===== src/rtl/mem_port_arbiter_if.sv =====
// CPU-side (I and D ports) and memory-side signals of mem_port_arbiter.
// The arbiter uses the slave view; the environment (cpu + memory) uses the master view.
interface mem_port_arbiter_if #(
    parameter int AW = 16,
    parameter int DW = 16
);
    logic          i_req;
    logic [AW-1:0] i_addr;
    logic          i_gnt;
    logic          i_rvalid;
    logic [DW-1:0] i_rdata;

    logic          d_req;
    logic          d_we;
    logic [AW-1:0] d_addr;
    logic [DW-1:0] d_wdata;
    logic          d_gnt;
    logic          d_rvalid;
    logic [DW-1:0] d_rdata;

    logic [AW-1:0] m_addr;
    logic [DW-1:0] m_wdata;
    logic          m_re;
    logic          m_we;
    logic [DW-1:0] m_rdata;

    modport slave (
        input  i_req, i_addr, d_req, d_we, d_addr, d_wdata, m_rdata,
        output i_gnt, i_rvalid, i_rdata, d_gnt, d_rvalid, d_rdata,
        output m_addr, m_wdata, m_re, m_we
    );

    modport master (
        output i_req, i_addr, d_req, d_we, d_addr, d_wdata, m_rdata,
        input  i_gnt, i_rvalid, i_rdata, d_gnt, d_rvalid, d_rdata,
        input  m_addr, m_wdata, m_re, m_we
    );
endinterface


===== src/rtl/mem_port_arbiter.sv =====
// Round-robin arbiter sharing one single-ported synchronous-read memory between
// the CPU instruction-fetch port (read-only) and data port (read/write).
module mem_port_arbiter #(
    parameter int AW         = 16,
    parameter int DW         = 16,
    parameter int RD_LATENCY = 1
) (
    input logic               clk,
    input logic               rst,
    mem_port_arbiter_if.slave bus
);
    // Handshake: a requester raises x_req with stable fields and holds them until it
    // sees x_gnt high in the same cycle; that cycle is the transfer. Read responses
    // arrive on x_rvalid/x_rdata exactly RD_LATENCY cycles later and cannot be stalled.

    logic          last_grant;    // 0 = I won last, 1 = D won last
    logic          grant_i;
    logic          grant_d;
    logic          push_valid;
    logic [AW-1:0] sel_addr;
    logic [DW-1:0] sel_wdata;

    // Response tracking: index 0 is the newest entry, RD_LATENCY-1 is the tail.
    logic [RD_LATENCY-1:0] trk_valid;
    logic [RD_LATENCY-1:0] trk_port;

    always_comb begin
        grant_i = 1'b0;
        grant_d = 1'b0;
        if (!rst) begin
            if (bus.i_req && bus.d_req) begin
                grant_i = last_grant;
                grant_d = ~last_grant;
            end else begin
                grant_i = bus.i_req;
                grant_d = bus.d_req;
            end
        end
    end

    always_comb begin
        sel_addr   = grant_d ? bus.d_addr : bus.i_addr;
        sel_wdata  = bus.d_wdata;
        push_valid = grant_i | (grant_d & ~bus.d_we);
    end

    assign bus.i_gnt   = grant_i;
    assign bus.d_gnt   = grant_d;
    assign bus.m_addr  = sel_addr;
    assign bus.m_wdata = sel_wdata;
    assign bus.m_re    = push_valid;
    assign bus.m_we    = grant_d & bus.d_we;

    always_ff @(posedge clk) begin
        if (rst) begin
            last_grant <= 1'b1;
            trk_valid  <= '0;
            trk_port   <= '0;
        end else begin
            if (grant_i || grant_d) begin
                last_grant <= grant_d;
            end
            for (int i = RD_LATENCY - 1; i > 0; i--) begin
                trk_valid[i] <= trk_valid[i-1];
                trk_port[i]  <= trk_port[i-1];
            end
            trk_valid[0] <= push_valid;
            trk_port[0]  <= grant_d;
        end
    end

    // Reads still in flight while rst is high are suppressed, not delivered.
    assign bus.i_rvalid = ~rst & trk_valid[RD_LATENCY-1] & ~trk_port[RD_LATENCY-1];
    assign bus.d_rvalid = ~rst & trk_valid[RD_LATENCY-1] &  trk_port[RD_LATENCY-1];
    assign bus.i_rdata  = bus.m_rdata;
    assign bus.d_rdata  = bus.m_rdata;
endmodule


===== src/flat_wrapper.sv =====
// flat-port wrapper written by rule: the top's interface ports become plain ports
module mem_port_arbiter_flat 
#(
    parameter int AW         = 16,
    parameter int DW         = 16,
    parameter int RD_LATENCY = 1
)
  (clk, rst, bus_i_req, bus_i_addr, bus_d_req, bus_d_we, bus_d_addr, bus_d_wdata, bus_m_rdata, bus_i_gnt, bus_i_rvalid, bus_i_rdata, bus_d_gnt, bus_d_rvalid, bus_d_rdata, bus_m_addr, bus_m_wdata, bus_m_re, bus_m_we);
  mem_port_arbiter_if #(.AW(AW), .DW(DW)) bus_i ();
  input logic clk;
  input logic rst;
  input wire logic [$bits(bus_i.i_req)-1:0] bus_i_req;
  input wire logic [$bits(bus_i.i_addr)-1:0] bus_i_addr;
  input wire logic [$bits(bus_i.d_req)-1:0] bus_d_req;
  input wire logic [$bits(bus_i.d_we)-1:0] bus_d_we;
  input wire logic [$bits(bus_i.d_addr)-1:0] bus_d_addr;
  input wire logic [$bits(bus_i.d_wdata)-1:0] bus_d_wdata;
  input wire logic [$bits(bus_i.m_rdata)-1:0] bus_m_rdata;
  output wire logic [$bits(bus_i.i_gnt)-1:0] bus_i_gnt;
  output wire logic [$bits(bus_i.i_rvalid)-1:0] bus_i_rvalid;
  output wire logic [$bits(bus_i.i_rdata)-1:0] bus_i_rdata;
  output wire logic [$bits(bus_i.d_gnt)-1:0] bus_d_gnt;
  output wire logic [$bits(bus_i.d_rvalid)-1:0] bus_d_rvalid;
  output wire logic [$bits(bus_i.d_rdata)-1:0] bus_d_rdata;
  output wire logic [$bits(bus_i.m_addr)-1:0] bus_m_addr;
  output wire logic [$bits(bus_i.m_wdata)-1:0] bus_m_wdata;
  output wire logic [$bits(bus_i.m_re)-1:0] bus_m_re;
  output wire logic [$bits(bus_i.m_we)-1:0] bus_m_we;
  assign bus_i.i_req = bus_i_req;
  assign bus_i.i_addr = bus_i_addr;
  assign bus_i.d_req = bus_d_req;
  assign bus_i.d_we = bus_d_we;
  assign bus_i.d_addr = bus_d_addr;
  assign bus_i.d_wdata = bus_d_wdata;
  assign bus_i.m_rdata = bus_m_rdata;
  assign bus_i_gnt = bus_i.i_gnt;
  assign bus_i_rvalid = bus_i.i_rvalid;
  assign bus_i_rdata = bus_i.i_rdata;
  assign bus_d_gnt = bus_i.d_gnt;
  assign bus_d_rvalid = bus_i.d_rvalid;
  assign bus_d_rdata = bus_i.d_rdata;
  assign bus_m_addr = bus_i.m_addr;
  assign bus_m_wdata = bus_i.m_wdata;
  assign bus_m_re = bus_i.m_re;
  assign bus_m_we = bus_i.m_we;
  mem_port_arbiter #(.AW(AW), .DW(DW), .RD_LATENCY(RD_LATENCY)) u_core (.clk(clk), .rst(rst), .bus(bus_i));
endmodule

===== config.mk =====
export PLATFORM = sky130hd
export DESIGN_NAME = mem_port_arbiter_flat
export DESIGN_NICKNAME = d
export VERILOG_FILES = /design/src/rtl/mem_port_arbiter_if.sv /design/src/rtl/mem_port_arbiter.sv /design/src/flat_wrapper.sv
export SDC_FILE = /design/constraint.sdc
export NUM_CORES = 1
export LEC_CHECK = 0
export CORE_UTILIZATION = 18
export CTS_CLUSTER_SIZE = 12
export DETAILED_ROUTE_END_ITERATION = 12
export PLACE_DENSITY = 0.88
export SLEW_MARGIN = 25
export SYNTH_ARGS = -nofsm -noshare
export SYNTH_HDL_FRONTEND = slang
export SYNTH_SLANG_ARGS = --single-unit

===== constraint.sdc =====
create_clock -name clk -period 1.5 [get_ports clk]
set_input_delay 0.3 -clock clk [delete_from_list [all_inputs] [get_ports clk]]
set_output_delay 0.3 -clock clk [all_outputs]
set_load 0.05 [all_outputs]

==> flow_summary.json, run 1 <==
{
  "rr_worst_depth": 2,
  "p_leak_nw": 0.602,
  "finalSetupViolCount": 18,
  "rows": 23,
  "drc": 0,
  "final_area_um2": 1400,
  "yosysMostFrequentCell": "buf_4",
  "powerDensity_nw_per_um2": 620,
  "synth_edf_count": 0,
  "io_buffers": 58,
  "drt_pass1_iterations": 2,
  "dp_slack_ps": -681,
  "die_w_um": 66.4,
  "vias_per_cell": 3.82,
  "path_clk_slew_ps": 30,
  "grt_pass1_vias": 602,
  "cp_slowest_cell": "dfxtp_2",
  "finalMaxSlewViolations": 0,
  "rsz0062_at_grt": "true",
  "critPathKind": "reg2out",
  "finalHoldViolCount": 0,
  "synth-seq-cells": 3,
  "crit_fanout": 7,
  "place_area_um2": 1210,
  "busiest_layer": "met2",
  "max_freq_mhz": 545,
  "antenna_found_initial": 0,
  "cts-htree-levels": 1,
  "relSlewSlack": 0.816,
  "start_kind": "flop",
  "grt_first_pass_wirelength_um": 2640,
  "grt_max_degree": 8,
  "yosys-top-cells-count": "buf_4 (48), mux2_2 (8), mux2_4 (8), a21oi_1 (3), dfxtp_1 (3)",
  "fin_ws_ps": -337,
  "crit_path_end_kind": "primary output",
  "syn_avg_cell_area_um2": 9.11,
  "hold_class": "in2reg",
  "use_met1": 0.0607,
  "synthArstFlopShare": 0,
  "timing.final.crit_share": 1.22,
  "wire_per_inst_um": 11.4,
  "gp_congestion": 0.731,
  "regArea_um2": 61.3,
  "grt_use_total": 0.0796,
  "die-area_um2": 4410,
  "multiInputGateArea_um2": 347,
  "grt_use_met2": 0.149,
  "fin_crit_ps": 1840,
  "clkLatencyLatePin_ps": 210,
  "dp_hpwl_um": 1400,
  "arrival_ps": 1540,
  "status": "complete, but fails checks",
  "maxCapViolCount": 0,
  "fill_cells": 393,
  "critPathRequiredTime_ps": 1200,
  "netlist_top_cells_area": "buf_4 (48%), mux2_4 (16%), mux2_2 (12%)",
  "path_delay_family": "buffers and inverters",
  "ios": 139,
  "nNetsFinal": 175,
  "num_vias": 592,
  "finalWirelength_um": 1770,
  "syn_nets": 151,
  "antenna_cells": 0,
  "drt_iter0_markers": 11,
  "area_growth_pct": 87.1,
  "worstPathCellList": "a211oi_4 -> buf_6 -> buf_12 -> mux2_4 -> buf_12",
  "tightest_slew_ps": 272,
  "clock_sinks": 3,
  "synth_top_area_cell": "buf_4",
  "vdd_drop_max_v": 0.000273,
  "grt_use_met3": 0.0414,
  "cp.depth": 5,
  "synth_warnings": 0,
  "finalClockSkew_ps": 0.281,
  "synth_ff_type": "dfxtp_1",
  "ant_nets": 0,
  "syn_area_um2": 747,
  "cts_root_buffer": "clkbuf_8",
  "die_y_um": 66.4,
  "yosysSeqAreaShare": 0.0804,
  "cts_tree": "yes",
  "violations": "setup timing",
  "initial_utilization": 0.187,
  "fin_util": 0.349,
  "numCtsBuffers": 3,
  "synth.distinct_cells": 15,
  "max_stage_delay_ps": 330,
  "crit_buf_inv": 3,
  "drive_above_1_share": 0.581,
  "syn-instance-count": 82,
  "min_path_cells": 3,
  "crit_top_cell": "buf_12",
  "hold_ws_ps": 440,
  "grt_overflow_total": 0,
  "synth_top_cell_area_share": 0.482,
  "core-area_um2": 4000,
  "cts_buffer_depth": 2
}
[placed cells by master (no fill, tap or decap), drive strengths merged, types with 2 or more instances in the layout]
cell type / Yosys / layout
mux2: 16 / 16
clkbuf: 0 / 4
inv: 2 / 2
buf: 49 / 34
and2: 2 / 2
a21oi: 3 / 3
clkdlybuf4s50: 0 / 32
o21ai: 2 / 2
a211oi: 2 / 2
dfxtp: 3 / 3
[kinds of logic (layout without fill, tap and decap cells)]
| group | count (synthesis) | after routing | share of synthesized area |
|---|---|---|---|
| AND/OR/NAND/NOR | 5 | 5 | 0.0486 |
| multiplexers | 16 | 16 | 0.281 |
| AO/OA/AOI/OAI | 7 | 7 | 0.0704 |
| flip-flops | 3 | 3 | 0.0804 |
| buffers and inverters | 51 | 74 | 0.519 |
[where the power goes]
group | internal, mW | switching [mW] | total (mW)
Sequential | 0.0865 | 0.00450 | 0.0910
Combinational | 0.306 | 0.241 | 0.546
Clock | 0.181 | 0.0486 | 0.229
[layout make-up]
class	count	area share
Tap cell	50	0.0448
Inverter	2	0.00716
Sequential cell	3	0.0439
Timing Repair Buffer	68	0.624
Clock buffer	4	0.0322
Multi-Input combinational cell	28	0.248
[layer usage]
layer,vias to the layer above,share of wire
li1,267,-
met1,259,0.28
met2,47,0.51
met3,19,0.16
met4,0,0.044
met5,-,0
[worst reg2reg max path: stages, from the launching register on]
cell and delay [ps]:
dfxtp_2 330, o21ai_0 260, a21oi_1 100
[worst paths after layout]
| check | from | endpoint | slack [ps] |
|---|---|---|---|
| setup / recovery | u_core.last_grant | bus_m_addr[8] | -340 |
| hold / removal | bus_i_req | u_core.trk_port | 440 |
| setup reg to reg | u_core.last_grant | u_core.trk_valid | 680 |
| hold reg to reg | u_core.last_grant | u_core.trk_port | 480 |
[state kept, by name, indices dropped and copies added (netlist names)]
| signal | flops |
|---|---|
| u_core.last_grant | 1 |
| u_core.trk_port | 1 |
| u_core.trk_valid | 1 |
[per-stage QoR]
step	power, mW	setup TNS [ps]	instances
after floorplan	0.670	-1990	82
after global placement	0.575	-11790	148
after detailed placement	0.581	-12050	148
after CTS	0.875	-5470	155
after global routing	0.911	-6530	155
final	0.867	-5360	155
[timing repair]
action / in CTS / in global routing
pin swaps: 2 / 0
buffers inserted: 2 / 0
setup endpoints to repair: 22 / 19
hold buffers: 0 / 0
gates cloned: 1 / 0
gates resized for setup: 40 / 3
No activity file was read; power rests on OpenSTA's default activity.
==> run 2, diff against run 1 <==
--- a/config.mk
+++ b/config.mk
@@ -6,7 +6,7 @@
 export NUM_CORES = 1
 export LEC_CHECK = 0
 export CORE_UTILIZATION = 18
-export CTS_CLUSTER_SIZE = 12
+export CTS_CLUSTER_SIZE = 28
 export DETAILED_ROUTE_END_ITERATION = 12
 export PLACE_DENSITY = 0.88
 export SLEW_MARGIN = 25
==> results of run 2 <==
Same layout as run 1: the final DEF is identical, and so are final timing and power.
==> run 3, diff against run 2 <==
--- a/config.mk
+++ b/config.mk
@@ -9,6 +9,7 @@
 export CTS_CLUSTER_SIZE = 28
 export DETAILED_ROUTE_END_ITERATION = 12
 export PLACE_DENSITY = 0.88
+export SETUP_SLACK_MARGIN = 0.4
 export SLEW_MARGIN = 25
 export SYNTH_ARGS = -nofsm -noshare
 export SYNTH_HDL_FRONTEND = slang
==> constraint.sdc (replaced) <==
create_clock -name clk -period 1.5 [get_ports clk]
set_input_delay 0.225 -clock clk [delete_from_list [all_inputs] [get_ports clk]]
set_output_delay 0.225 -clock clk [all_outputs]
set_load 0.05 [all_outputs]
==> flow_summary.json, run 3 (same netlist as run 1, synthesis figures left out) <==
{
  "finalWirelength_um": 2070,
  "cts_buffer_depth": 2,
  "vias_per_cell": 3.91,
  "cts_tree": "yes",
  "antenna_cells": 0,
  "place_area_um2": 1220,
  "wire_per_inst_um": 13.1,
  "critPathKind": "reg2out",
  "rsz0062_at_grt": "true",
  "final_cell_mix": "clkdlybuf4s50_1 (32), mux2_4 (16), buf_12 (15), buf_8 (8), buf_4 (7)",
  "switchingPower_mw": 0.311,
  "num_vias": 618,
  "drc": 0,
  "finalMaxSlewViolations": 0,
  "p_clk_frac": 0.262,
  "gp_congestion": 0.693,
  "worstPathCellList": "a211oi_4 -> buf_4 -> buf_16 -> mux2_4 -> buf_12",
  "crit_path_end_kind": "primary output",
  "grt_first_pass_wirelength_um": 2950,
  "ant_nets": 0,
  "layout_commonest_cell": "clkdlybuf4s50_1",
  "powerDensity_nw_per_um2": 617,
  "reg2reg_to": "u_core.trk_valid",
  "drt_pass1_iterations": 3,
  "die_w_um": 66.4,
  "status": "complete, but fails checks",
  "crit_buf_inv": 3,
  "grt_overflow_total": 0,
  "total_power_mw": 0.900,
  "fin_util": 0.364,
  "path_delay_family": "buffers and inverters",
  "area_growth_pct": 95.1,
  "arrival_ps": 1560,
  "initial_utilization": 0.187,
  "dp_cells": 148,
  "grt_pass1_vias": 622,
  "cp_slowest_cell": "dfxtp_4",
  "p_leak_nw": 0.626,
  "combPwrFrac": 0.637,
  "drive_above_1_share": 0.630,
  "fin_crit_ps": 1790,
  "reg_top3": "u_core.last_grant (1), u_core.trk_port (1), u_core.trk_valid (1)",
  "hold_class": "in2reg",
  "dp_hpwl_um": 1440,
  "path_clk_slew_ps": 30,
  "tightest_slew_ps": 209,
  "finalSetupViolCount": 18,
  "internal_power_mw": 0.589,
  "nNetsFinal": 178,
  "die-area_um2": 4410,
  "clock_sinks": 3,
  "finalHoldViolCount": 0,
  "max_stage_delay_ps": 340,
  "drt_iter0_markers": 18,
  "core-area_um2": 4000,
  "dp_slack_ps": -536,
  "die_y_um": 66.4,
  "critPathRequiredTime_ps": 1270,
  "r2r_setup_slack_ps": 470,
  "fin_ws_ps": -288,
  "swShare": 0.346,
  "vdd_drop_max_v": 0.000247,
  "startpoint": "u_core.last_grant",
  "crit_fanout": 9,
  "finalClockSkew_ps": 0.426,
  "fill_cells": 389,
  "start_kind": "flop",
  "endpoint": "bus_m_addr[8]",
  "multiInputGateArea_um2": 365,
  "regArea_um2": 66.3,
  "cts-htree-levels": 1,
  "r2r-start": "u_core.last_grant",
  "final_cells": 158,
  "violations": "setup timing",
  "clkLatencyLatePin_ps": 210,
  "cts_root_buffer": "clkbuf_8",
  "max_freq_mhz": 559,
  "relSlewSlack": 0.860,
  "grt_use_total": 0.0928,
  "ios": 139,
  "antenna_found_initial": 0,
  "pwr-share-seq": 0.101,
  "numCtsBuffers": 3,
  "final_area_um2": 1460,
  "rr_worst_depth": 5,
  "io_buffers": 58,
  "rows": 23,
  "timing.final.crit_share": 1.19,
  "grt_max_degree": 10,
  "cp.depth": 5,
  "maxCapViolCount": 0
}
[run 3: changes by cell type in the layout (fill, tap and decap cells not counted), sizes merged]
cell and change:
buf +2, clkbuf +1
[run 3: worst min-delay path, cell delays in order]
cell     delay (ps)
buf_2           120
buf_6           140
a21oi_1          50
[run 3: what timing repair did]
action / in CTS / in global routing
gates cloned: 2 / 0
gates resized for setup: 42 / 6
endpoints found under the setup margin: 23 / 22
hold buffers: 0 / 0
pin swaps: 5 / 2
setup buffers: 3 / 1
hold endpoints to repair: 0 / 0
[run 3: final cells by class]
class                   count  share of cell area
multi-input cells          28               0.251
inverters                   2             0.00515
flip-flops and latches      3              0.0455
clock buffers               4              0.0309
well taps                  50              0.0429
repair buffers             71               0.625
[run 3: worst min path at each step]
stage	start	end	slack, ps	cells after the start
after global routing	rst	u_core.trk_valid	370	3
after CTS	rst	u_core.trk_valid	370	3
after detailed placement	bus_d_wdata[13]	bus_m_wdata[13]	450	0
after floorplan	rst	u_core.trk_valid	290	1
final	rst	u_core.trk_valid	360	3
after global placement	bus_d_wdata[13]	bus_m_wdata[13]	450	0
[run 3: metal layers]
layer	up-vias	wire length, µm	track usage
met3	12	248	0.0517
met4	0	70	0.0559
met1	274	654	0.0859
met5	-	0	0
met2	59	1100	0.158
li1	273	-	-
[run 3: power groups by stage]
stage	Clock [mW]	Combinational, mW	Sequential (mW)
final	0.235	0.573	0.0913
after global routing	0.261	0.596	0.0919
after CTS	0.243	0.571	0.0908
after detailed placement	0	0.494	0.0923
after global placement	0	0.487	0.0917
after floorplan	0	0.582	0.0912
[run 3: stage by stage]
step	hold slack, ps	TNS [ps]
final	364	-4490
after CTS	367	-4490
after floorplan	294	-795
after global placement	450	-8000
after detailed placement	450	-8800
after global routing	368	-5390
